$ cat src/rtl/mips_pkg.sv
// Shared MIPS pipeline encodings: write-back result select and load types,
// plus the layout of the MEM/WB pipeline register.
package mips_pkg;

    localparam logic [1:0] WSEL_ALU = 2'd0;
    localparam logic [1:0] WSEL_MEM = 2'd1;
    localparam logic [1:0] WSEL_PC8 = 2'd2;

    localparam logic [2:0] LD_LW  = 3'd0;
    localparam logic [2:0] LD_LB  = 3'd1;
    localparam logic [2:0] LD_LBU = 3'd2;
    localparam logic [2:0] LD_LH  = 3'd3;
    localparam logic [2:0] LD_LHU = 3'd4;

    // Fields carried from MEM into WB for one retiring instruction.
    typedef struct packed {
        logic        valid;
        logic [31:0] pc;
        logic        we;
        logic [4:0]  rd;
        logic [1:0]  wsel;
        logic [2:0]  ld_type;
        logic [31:0] alu;
        logic [31:0] rdata;
        logic [1:0]  addr_lo;
    } mw_t;

endpackage

$ cat src/rtl/load_ext.sv
// Load data alignment and extension: picks the addressed byte/halfword out of
// the raw DM word and sign- or zero-extends it to 32 bits.
module load_ext
    import mips_pkg::*;
(
    input  logic [31:0] rdata_i,
    input  logic [1:0]  addr_lo_i,
    input  logic [2:0]  ld_type_i,
    output logic [31:0] value_o
);

    logic [7:0]  byte_v;
    logic [15:0] half_v;

    // Lane select by low address bits; halfword ignores addr bit 0.
    always_comb begin
        byte_v = rdata_i[8*addr_lo_i +: 8];
        half_v = addr_lo_i[1] ? rdata_i[31:16] : rdata_i[15:0];
    end

    // Extend according to load type; unknown encodings behave as LW.
    always_comb begin
        case (ld_type_i)
            LD_LB:   value_o = {{24{byte_v[7]}}, byte_v};
            LD_LBU:  value_o = {24'd0, byte_v};
            LD_LH:   value_o = {{16{half_v[15]}}, half_v};
            LD_LHU:  value_o = {16'd0, half_v};
            default: value_o = rdata_i;
        endcase
    end

endmodule

$ cat src/rtl/wb_stage.sv
// MEM/WB pipeline register and write-back stage. Drives the GRF write port,
// the WB forwarding source, the trace PC and a retired-instruction counter.
// w_done marks an instruction that already wrote/counted while held by a
// stall, so a multi-cycle hold retires it exactly once.
module wb_stage
    import mips_pkg::*;
#(
    parameter int CNT_W = 32
) (
    input  logic             Clk,
    input  logic             reset,
    input  logic             stall_i,
    input  logic             flush_i,
    input  logic             m_valid,
    input  logic [31:0]      m_pc,
    input  logic             m_we,
    input  logic [4:0]       m_rd,
    input  logic [1:0]       m_wsel,
    input  logic [2:0]       m_ld_type,
    input  logic [31:0]      m_alu,
    input  logic [31:0]      m_mem_rdata,
    input  logic [1:0]       m_addr_lo,
    output logic             grf_we,
    output logic [4:0]       grf_wa,
    output logic [31:0]      grf_wd,
    output logic [31:0]      w_pc,
    output logic             fwd_valid,
    output logic [4:0]       fwd_rd,
    output logic [31:0]      fwd_data,
    output logic [CNT_W-1:0] retired_cnt
);

    mw_t              mw_q, mw_d;
    logic             done_q, done_d;
    logic [CNT_W-1:0] cnt_q, cnt_d;
    logic [31:0]      ld_val;
    logic [31:0]      result;
    logic             writes_reg;

    load_ext u_load_ext (
        .rdata_i   (mw_q.rdata),
        .addr_lo_i (mw_q.addr_lo),
        .ld_type_i (mw_q.ld_type),
        .value_o   (ld_val)
    );

    // Next state: flush beats stall beats load; the counter sees the
    // instruction in WB regardless of what happens to the register.
    always_comb begin
        mw_d   = mw_q;
        done_d = done_q;
        cnt_d  = cnt_q;
        if (mw_q.valid && !done_q)
            cnt_d = cnt_q + CNT_W'(1);
        if (flush_i) begin
            mw_d.valid = 1'b0;
            done_d     = 1'b0;
        end else if (stall_i) begin
            done_d = done_q | mw_q.valid;
        end else begin
            mw_d.valid   = m_valid;
            mw_d.pc      = m_pc;
            mw_d.we      = m_we;
            mw_d.rd      = m_rd;
            mw_d.wsel    = m_wsel;
            mw_d.ld_type = m_ld_type;
            mw_d.alu     = m_alu;
            mw_d.rdata   = m_mem_rdata;
            mw_d.addr_lo = m_addr_lo;
            done_d       = 1'b0;
        end
    end

    // MEM/WB register, done flag and counter with synchronous reset.
    always_ff @(posedge Clk) begin
        if (reset) begin
            mw_q   <= '0;
            done_q <= 1'b0;
            cnt_q  <= '0;
        end else begin
            mw_q   <= mw_d;
            done_q <= done_d;
            cnt_q  <= cnt_d;
        end
    end

    // Result select; the reserved encoding falls back to the ALU value.
    always_comb begin
        case (mw_q.wsel)
            WSEL_MEM: result = ld_val;
            WSEL_PC8: result = mw_q.pc + 32'd8;
            default:  result = mw_q.alu;
        endcase
    end

    // GRF port writes once; forwarding stays live for the whole hold.
    always_comb begin
        writes_reg  = mw_q.valid & mw_q.we & (mw_q.rd != 5'd0);
        grf_we      = writes_reg & ~done_q;
        grf_wa      = mw_q.rd;
        grf_wd      = result;
        w_pc        = mw_q.pc;
        fwd_valid   = writes_reg;
        fwd_rd      = mw_q.rd;
        fwd_data    = result;
        retired_cnt = cnt_q;
    end

endmodule

$ cat config.mk
export PLATFORM = sky130hd
export DESIGN_NAME = wb_stage
export DESIGN_NICKNAME = d
export VERILOG_FILES = /design/src/rtl/mips_pkg.sv /design/src/rtl/load_ext.sv /design/src/rtl/wb_stage.sv
export SDC_FILE = /design/constraint.sdc
export NUM_CORES = 1
export LEC_CHECK = 0
export ABC_CLOCK_PERIOD_IN_PS = 4500
export CELL_PAD_IN_SITES_DETAIL_PLACEMENT = 2
export CELL_PAD_IN_SITES_GLOBAL_PLACEMENT = 2
export CORE_ASPECT_RATIO = 1.5
export CORE_UTILIZATION = 28
export CTS_BUF_LIST = sky130_fd_sc_hd__clkbuf_8
export DETAILED_ROUTE_END_ITERATION = 10
export PLACE_DENSITY = 0.95
export SLEW_MARGIN = 20
export SYNTH_ARGS = -nofsm -noshare
export SYNTH_HDL_FRONTEND = slang
export SYNTH_SLANG_ARGS = --single-unit
$ cat constraint.sdc
create_clock -name Clk -period 4.5 [get_ports Clk]
set_clock_uncertainty 0.05 [all_clocks]
set_input_delay 0.9 -clock Clk [delete_from_list [all_inputs] [get_ports Clk]]
set_output_delay 0.9 -clock Clk [all_outputs]
set_load 0.1 [all_outputs]
* Yosys cells after proc, flatten, opt, wreduce, memory -nomap -nowiden
Cells that the tools add are included. Widths: inputs -> output; s select.
Cells by class: add/sub/neg operators 2, eq/ne operators 6, shift-type cells 1, multiplexer cells 3, bitwise logic cells 7, reduce and logical (&&, ||, !) cells 6
Operators with widths (count):
- $pmux 32 s4 | 1
- $pmux 32 s2 | 1
- $add 32x1->32 const B | 1
- $add 32x4->32 const B | 1
- $shiftx 32x6->8 | 1
- $mux 16 | 1
- $eq 3x2->1 const B | 2
- $reduce_bool 5->1 | 1
- $and 1x1->1 | 3
- $eq 3x1->1 const B | 1
- $eq 3x3->1 const B | 1
- $not 1->1 | 3
- $reduce_or 3->1 | 1
- $eq 2x1->1 const B | 1
- $eq 2x2->1 const B | 1
- $reduce_and 2->1 | 1
- $reduce_or 2->1 | 1
- $logic_and 1x1->1 | 1
- $logic_not 1->1 | 1
- $or 1x1->1 | 1
Word-level totals: register bits 143, input bits 114, output and inout bits 140, logic and storage cells 36

* Longest topological paths before layout
depth after elaboration 3, mapped depth 8, mapped depth without buffers 6

* By module
A second synthesis with hierarchy kept.
Unflattened totals: cell total of the unflattened synthesis 1046, area, all modules 7875.1 um^2
Modules (own cells, without submodules):
- wb_stage | instances 1, cells an instance 926, area an instance 7025.5 um^2, seq. area each 2862.7 um^2
- load_ext | instances 1, cells an instance 120, area an instance 849.6 um^2, seq. area each 0.0 um^2

* Worst setup path after synthesis
No wires, ideal clock.
path type register -> output, start reg mw_q[68] in the netlist's numbering, end out grf_wd[6], arrival 4.297 ns, data required time 3.550 ns, slack -0.747 ns, cell stages (with the launch flop) 9, buffers on the path 3, cell sequence dfxtp_1 > buf_2 > or3b_2 > and2_1 > buf_2 > a21oi_2 > a32oi_1 > o21ai_0 > buf_4
Between the ends: longest elaborated chain between the ends 3, elaborated cells on any way between the ends 6, those cells by class eq/ne (4); mux (2)
RTL lines:
- start, declared | line wb_stage.sv:33 | mw_t mw_q, mw_d;
- start signal, assigned | line wb_stage.sv:81 | mw_q <= mw_d;
- $eq 3x3->1 (tied with other cells) | line load_ext.sv:23 | case (ld_type_i)
- $pmux 32 s4 (*) | line load_ext.sv:23
- $pmux 32 s2 (*) | line wb_stage.sv:89 | case (mw_q.wsel)
- end, declared | line wb_stage.sv:25 | output logic [31:0] grf_wd,
Every way passes the cells marked *; elsewhere a longest branch is shown, timed or not.

* Worst setup path after layout
start reg mw_q[68] in the netlist's numbering, end out fwd_data[6]
Between the ends: longest elaborated chain between the ends 3, elaborated cells on any way between the ends 6, those cells by class eq/ne (4); mux (2)
RTL lines:
- $eq 3x3->1 (tied with other cells) | line load_ext.sv:23
- $pmux 32 s4 (*) | line load_ext.sv:23
- $pmux 32 s2 (*) | line wb_stage.sv:89
- end, declared | line wb_stage.sv:29 | output logic [31:0] fwd_data,
Marks and branches as above.

==> out/metrics.yaml <==
outcome:
  outcome: "completed"
synth:
  seq_area_frac_synth_pct: 37.9
  ys_warn_count: 0
  synth_nets: 1122
  synth_area_mm2: 0.00754
  ys_seq_elements: 143
  yosysUniqueCellTypes: 51
  synth_cells: 1004
  synthFlopType: "dfxtp_1"
  async_flop_share_pct: 0
  synth_edf_count: 0
  syn_area_per_cell_um2: 7.51
sta:
  finalSetupTns_ns: 0
  drv_slew: 0
  rsz0062_at_grt: "no"
  setup_ws_ns: 0.272
  fin_crit_ns: 4.23
  setup_viol: 0
  worstMarginPinSlew_ns: 1.08
  fmax_ghz: 0.237
  fin_crit_sh_pct: 94.0
  hold_viol_final: 0
  maxSlewHeadroom_pct: 27.5
pwr:
  vdd_drop_max_v: 0.000180
  pwr_density_cell_mw_per_mm2: 322
  p_leak_nw: 3.52
floorplan:
  dieWidth_um: 136
  die_h_um: 203
  dieArea_mm2: 0.0276
  ios: 254
  coreArea_mm2: 0.0265
  start_util_pct: 28.5
  row_count: 73
global_route:
  grt_pass1_wl_um: 50100
  antenna_found_initial: 4
  gr-usage-all-layers_pct: 24.3
  grt-ovfl-total: 0
  grt_pass1_vias: 8508
  grt_max_degree: 96
clocking:
  clock_path_buffers: 2
  path_clk_slew_ns: 0.08
  cts_setup_buffers: 0
  cts_tree: "yes"
  cts_root_buf: "clkbuf_8"
  worst_skew_pair.late_latency_ns: 0.49
  clock_sinks: 143
  ctsHtreeMaxLevel: 4
  cts_made_buffers: 17
  cts_resized: 0
  cts_hold_buf: 0
routing:
  post_drt_wl_per_cell_um: 21.9
  first_pass_iters: 4
  ant_nets: 0
  first_iter_violations: 345
  drc: 0
  finalWirelength_um: 32800
  vias: 7838
  via_per_inst: 5.22
run:
  drv_cap: 0
placement:
  place_area_mm2: 0.0100
  post-place-ws_ns: 0.926
  portBuffers: 253
  dp_hpwl_um: 24900
  place.gp.congestion: 0.856
setup_path:
  r2r_setup_slack_ns: 1.97
  critPathArrivalTime_ns: 3.28
  required_ns: 3.55
  r2r-start: "retired_cnt[6]"
  reg2reg_depth: 5
  startpoint: "mw_q[68]"
  critPathBufInv: 1
  setup.worst_path.end_class: "output port"
  r2r-end: "retired_cnt[31]"
  worstPathCellList: "or3b_2, a31o_2, a21oi_1, a222oi_1, o21ai_1, buf_4"
  path_max_fanout: 17
  cp-start-kind: "flop"
  critPathTopFamily: "compound AO/OA/AOI/OAI gates"
  crit_path_max_incr_delay_ns: 0.73
  critPathSlowestCell: "dfxtp_1"
  crit_type: "reg -> out"
finish:
  final_cell_mix: "nand2_1, clkdlybuf4s50_1, dfxtp_1, a21oi_1"
  fin_area_mm2: 0.0104
  areaGrowthSynthToFinish_pct: 38.2
  nNetsFinal: 1266
  final_common_cell: "nand2_1"
  drive_gt1_share_pct: 11.5
  final_core_util_pct: 39.4
hold_path:
  holdCritStartpoint: "mw_q[43]"
  hold_depth: 2
  min_path_type: "reg -> reg"
  min_to: "mw_q[43]"
==> cell usage after synthesis (2+ instances only) <==
cell type / number / area [um2]
buf_4: 75 / 563
a222oi_1: 2 / 20.0
buf_2: 5 / 25.0
or2_2: 3 / 18.8
mux2_2: 4 / 45.0
ha_1: 4 / 50.1
nor4_1: 21 / 131
buf_1: 3 / 11.3
a22oi_1: 12 / 90.1
and2_1: 2 / 12.5
or3_1: 8 / 50.1
nor3_1: 11 / 55.1
a221oi_1: 5 / 43.8
nand3b_1: 2 / 15.0
nor2b_1: 13 / 81.3
mux2i_1: 8 / 80.1
nand4_1: 16 / 100
o31ai_1: 2 / 15.0
o21ai_0: 30 / 150
a21oi_1: 130 / 651
nor2_1: 51 / 191
xor2_1: 9 / 78.8
and4_1: 7 / 61.3
nor4b_1: 2 / 17.5
and3_1: 4 / 25.0
dfxtp_1: 143 / 2860
nand2b_1: 3 / 18.8
o211ai_1: 3 / 22.5
clkbuf_1: 55 / 206
inv_1: 12 / 45.0
xnor2_1: 43 / 377
nand2_1: 261 / 980
a32oi_1: 2 / 17.5
a221o_1: 2 / 20.0
a31o_2: 2 / 17.5
o221ai_1: 19 / 166
nand3_1: 16 / 80.1
==> logic make-up after synthesis <==
kind of cell | after synthesis | synth area share [%]
compound gates | 214 | 16.7
xor+xnor | 52 | 6.04
fa+ha+maj | 5 | 0.796
buf+inv | 151 | 11.3
flops | 143 | 37.9
mux | 13 | 1.96
simple gates | 426 | 25.2
==> how the worst max path moves through the flow <==
stage	endpoint	slack (ns)	depth (start not counted)
after CTS	fwd_data[6]	0.26	6
after global placement	grf_wd[30]	0.98	7
after detailed placement	fwd_data[30]	0.93	7
final	fwd_data[6]	0.27	6
after floorplan	grf_wd[30]	0.06	8
after global routing	fwd_data[6]	0.20	6
==> power by group <==
part | internal [mW] | switching [mW]
sequential | 1.31 | 0.0661
combinational | 0.263 | 0.610
clock | 0.560 | 0.546
total | 2.13 | 1.22
==> state kept, by name, summed over array words and instances, names as in the netlist <==
signal,cells
done_q,1
fwd_rd,5
mw_q,73
retired_cnt,32
w_pc,32
==> worst register-to-register path: cells and delay by family (launching register included) <==
kind / cells / cell delay, ns
compound gates: 1 / 0.14
flops: 1 / 0.41
simple gates: 4 / 1.84
==> stage by stage <==
| step | std cells | total power, mW | hold slack, ns |
|---|---|---|---|
| 5_1_grt | 1501 | 3.47 | 0.438 |
| 2_1_floorplan | 1004 | 1.99 | 0.386 |
| 4_1_cts | 1498 | 3.39 | 0.416 |
| 6_report | 1501 | 3.35 | 0.412 |
| 3_3_place_gp | 1466 | 2.26 | 0.393 |
| 3_5_place_dp | 1466 | 2.28 | 0.401 |
==> metal layers <==
metal / routed length, um / track usage (%) / vias up
li1: - / - / 3646
met1: 11600 / 23.8 / 3877
met2: 17500 / 44.8 / 229
met3: 1790 / 5.77 / 84
met4: 1880 / 15.0 / 2
met5: 13 / 0 / -
==> final cells by class <==
type / instances / area [um2]
fill: 2973 / 16100
inverter: 12 / 45.0
antenna: 3 / 7.51
tap: 337 / 422
clock inverter: 14 / 165
sequential: 143 / 2860
clock buffer: 18 / 248
multi-input combinational: 710 / 3900
timing repair buffer: 264 / 2780
Power figures use the tool's default switching activity.
==> variant, RTL diff (same settings) <==
`CNT_W`: 32 -> 16.
--- a/src/rtl/wb_stage.sv
+++ b/src/rtl/wb_stage.sv
@@ -6,5 +6,5 @@
     import mips_pkg::*;
 #(
-    parameter int CNT_W = 32
+    parameter int CNT_W = 16
 ) (
     input  logic             Clk,
Interface: changed (resized retired_cnt); port bits go from 254 to 238. No check against the original RTL was run, so the function may have changed too.
==> variant against the unedited design <==
First-iteration DRC count shrank 9.3%; power decreased by 6.5%; largest cell class unchanged; critical path depth up 2; largest power group unchanged; wire length decreased by 3.5%; clock power is 7% lower; sequential cell count down 16; global-route usage increased by 1.2 points; worst setup slack worse by 86 ps; area after synthesis decreased by 8.4%; design area fell by 3.0%; hold slack got worse by 0.62 ps.
==> variant: results (changes against the unedited design) <==
synthesis:
  synth_fa_ha_area_share_pct: 0.7244  # -0.072 points
  muxShareOfSynthArea_pct: 1.956  # about the same
  synth.avg_cell_area_um2: 7.526  # +0.17%
  seq_area_frac_synth_pct: 36.80  # -1.2 points
  synth-xor-area-share_pct: 5.578  # -0.46 points
  synth_cell_types: 57  # +12%
  synth_area_leaders: "dfxtp_1 37%, nand2_1 15%, a21oi_1 8.9%"
  synth_fp_nets: 1036  # -7.7%
  synth_common_cells: "267 x nand2_1, 127 x dfxtp_1, 123 x a21oi_1"
  synth-compound-area-share_pct: 18.62  # +1.9 points
cts:
  clk_latency_ps: 460  # -30 ps
min_path:
  hold_start: "mw_q[49]$_SDFFE_PP0P_"
placed_design:
  placed_area_mm2: 0.009697  # -3.1%
  gp_congestion: 0.8767  # +2.4%
  preCtsSetupSlack_ps: 676.1  # -249.6 ps
  hpwl_mm: 23.83  # -4.3%
  port_buffers: 237  # -6.3%
  dp.cells: 1359  # -7.3%
power:
  power.leakage_nw: 3.558  # +1.1%
  power_density_mw_per_mm2: 310.2  # -3.6%
  irDropWorstVdd_mv: 0.1602  # -11%
outcome:
  status: "finished clean"
finish:
  fillers: 2737  # -7.9%
  drive_gt1_share_pct: 12.49  # +0.95 points
  layout.nets: 1172  # -7.4%
global_routing:
  grt_max_degree: 110  # +15%
  grt_pass1_vias: 8077  # -5.1%
  grtUsageTotal_pct: 25.41  # +1.2 points
  grt_first_pass_wirelength_mm: 47.86  # -4.4%
worst_setup_path:
  cp.arrival_ps: 3360  # +80 ps
  crit_start: "mw_q[69]$_SDFFE_PP0P_"
  rr_startpoint: "retired_cnt[3]$_SDFFE_PP0P_"
drt:
  drt_iter0_drc: 313  # -9.3%
  vias: 7239  # -7.6%
  wl_mm: 31.68  # -3.5%
  vias_per_cell: 5.197  # -0.48%
sta:
  worstMarginPinSlew_ps: 1064  # -19.57 ps
==> variant: changes by cell type in the layout (fill, tap and decap cells not counted), moves of 16 or more <==
cell,before,now
xnor2_1,42,11
nor4_1,21,2
xor2_1,9,32
dfxtp_1,143,127
clkdlybuf4s50_1,188,172
buf_4,50,15
nor2_1,50,33
buf_12,26,63
==> variant: final cells by class <==
| class | instances | area share, % |
|---|---|---|
| Timing Repair Buffer | 250 | 30.61 |
| Clock buffer | 18 | 2.450 |
| Inverter | 7 | 0.2598 |
| Clock inverter | 12 | 1.460 |
| Tap cell | 324 | 4.008 |
| Sequential cell | 127 | 25.14 |
| Antenna cell | 4 | 0.09897 |
| Multi-Input combinational cell | 651 | 35.98 |
==> variant: path summary, 6_finish.rpt <==
check / slack (ps) / depth (start not counted) / endpoint
max: 190 / 8 / grf_wd[6]
min: 410 / 2 / mw_q[49]$_SDFFE_PP0P_
max reg2reg: 2560 / 5 / retired_cnt[15]$_SDFFE_PP0P_
min reg2reg: 410 / 2 / mw_q[49]$_SDFFE_PP0P_
==> variant: power by group <==
| part | switching [mW] | internal, mW |
|---|---|---|
| clock network | 0.480 | 0.551 |
| registers | 0.0666 | 1.17 |
| logic | 0.575 | 0.296 |
| total | 1.12 | 2.02 |
==> variant: critical path: stages (launching register included) <==
cell	delay (ps)
dfxtp_1	420
inv_1	80
ha_1	330
buf_4	290
nor2b_1	870
a22oi_1	200
o21ai_0	190
a211o_1	290
buf_12	210
==> variant: what timing repair did <==
| item | in CTS | in global routing |
|---|---|---|
| setup buffers | 0 | 0 |
| endpoints found under the setup margin | 0 | 10 |
| resized for setup | 0 | 1 |
==> variant: metal layers <==
layer  track usage [%]  wire [µm]  vias up
met4             15.76       1782        2
met2             46.57      17260      229
met1             25.73      11170     3593
li1                  -          -     3331
met3             4.955       1456       84
met5                 0         11        -
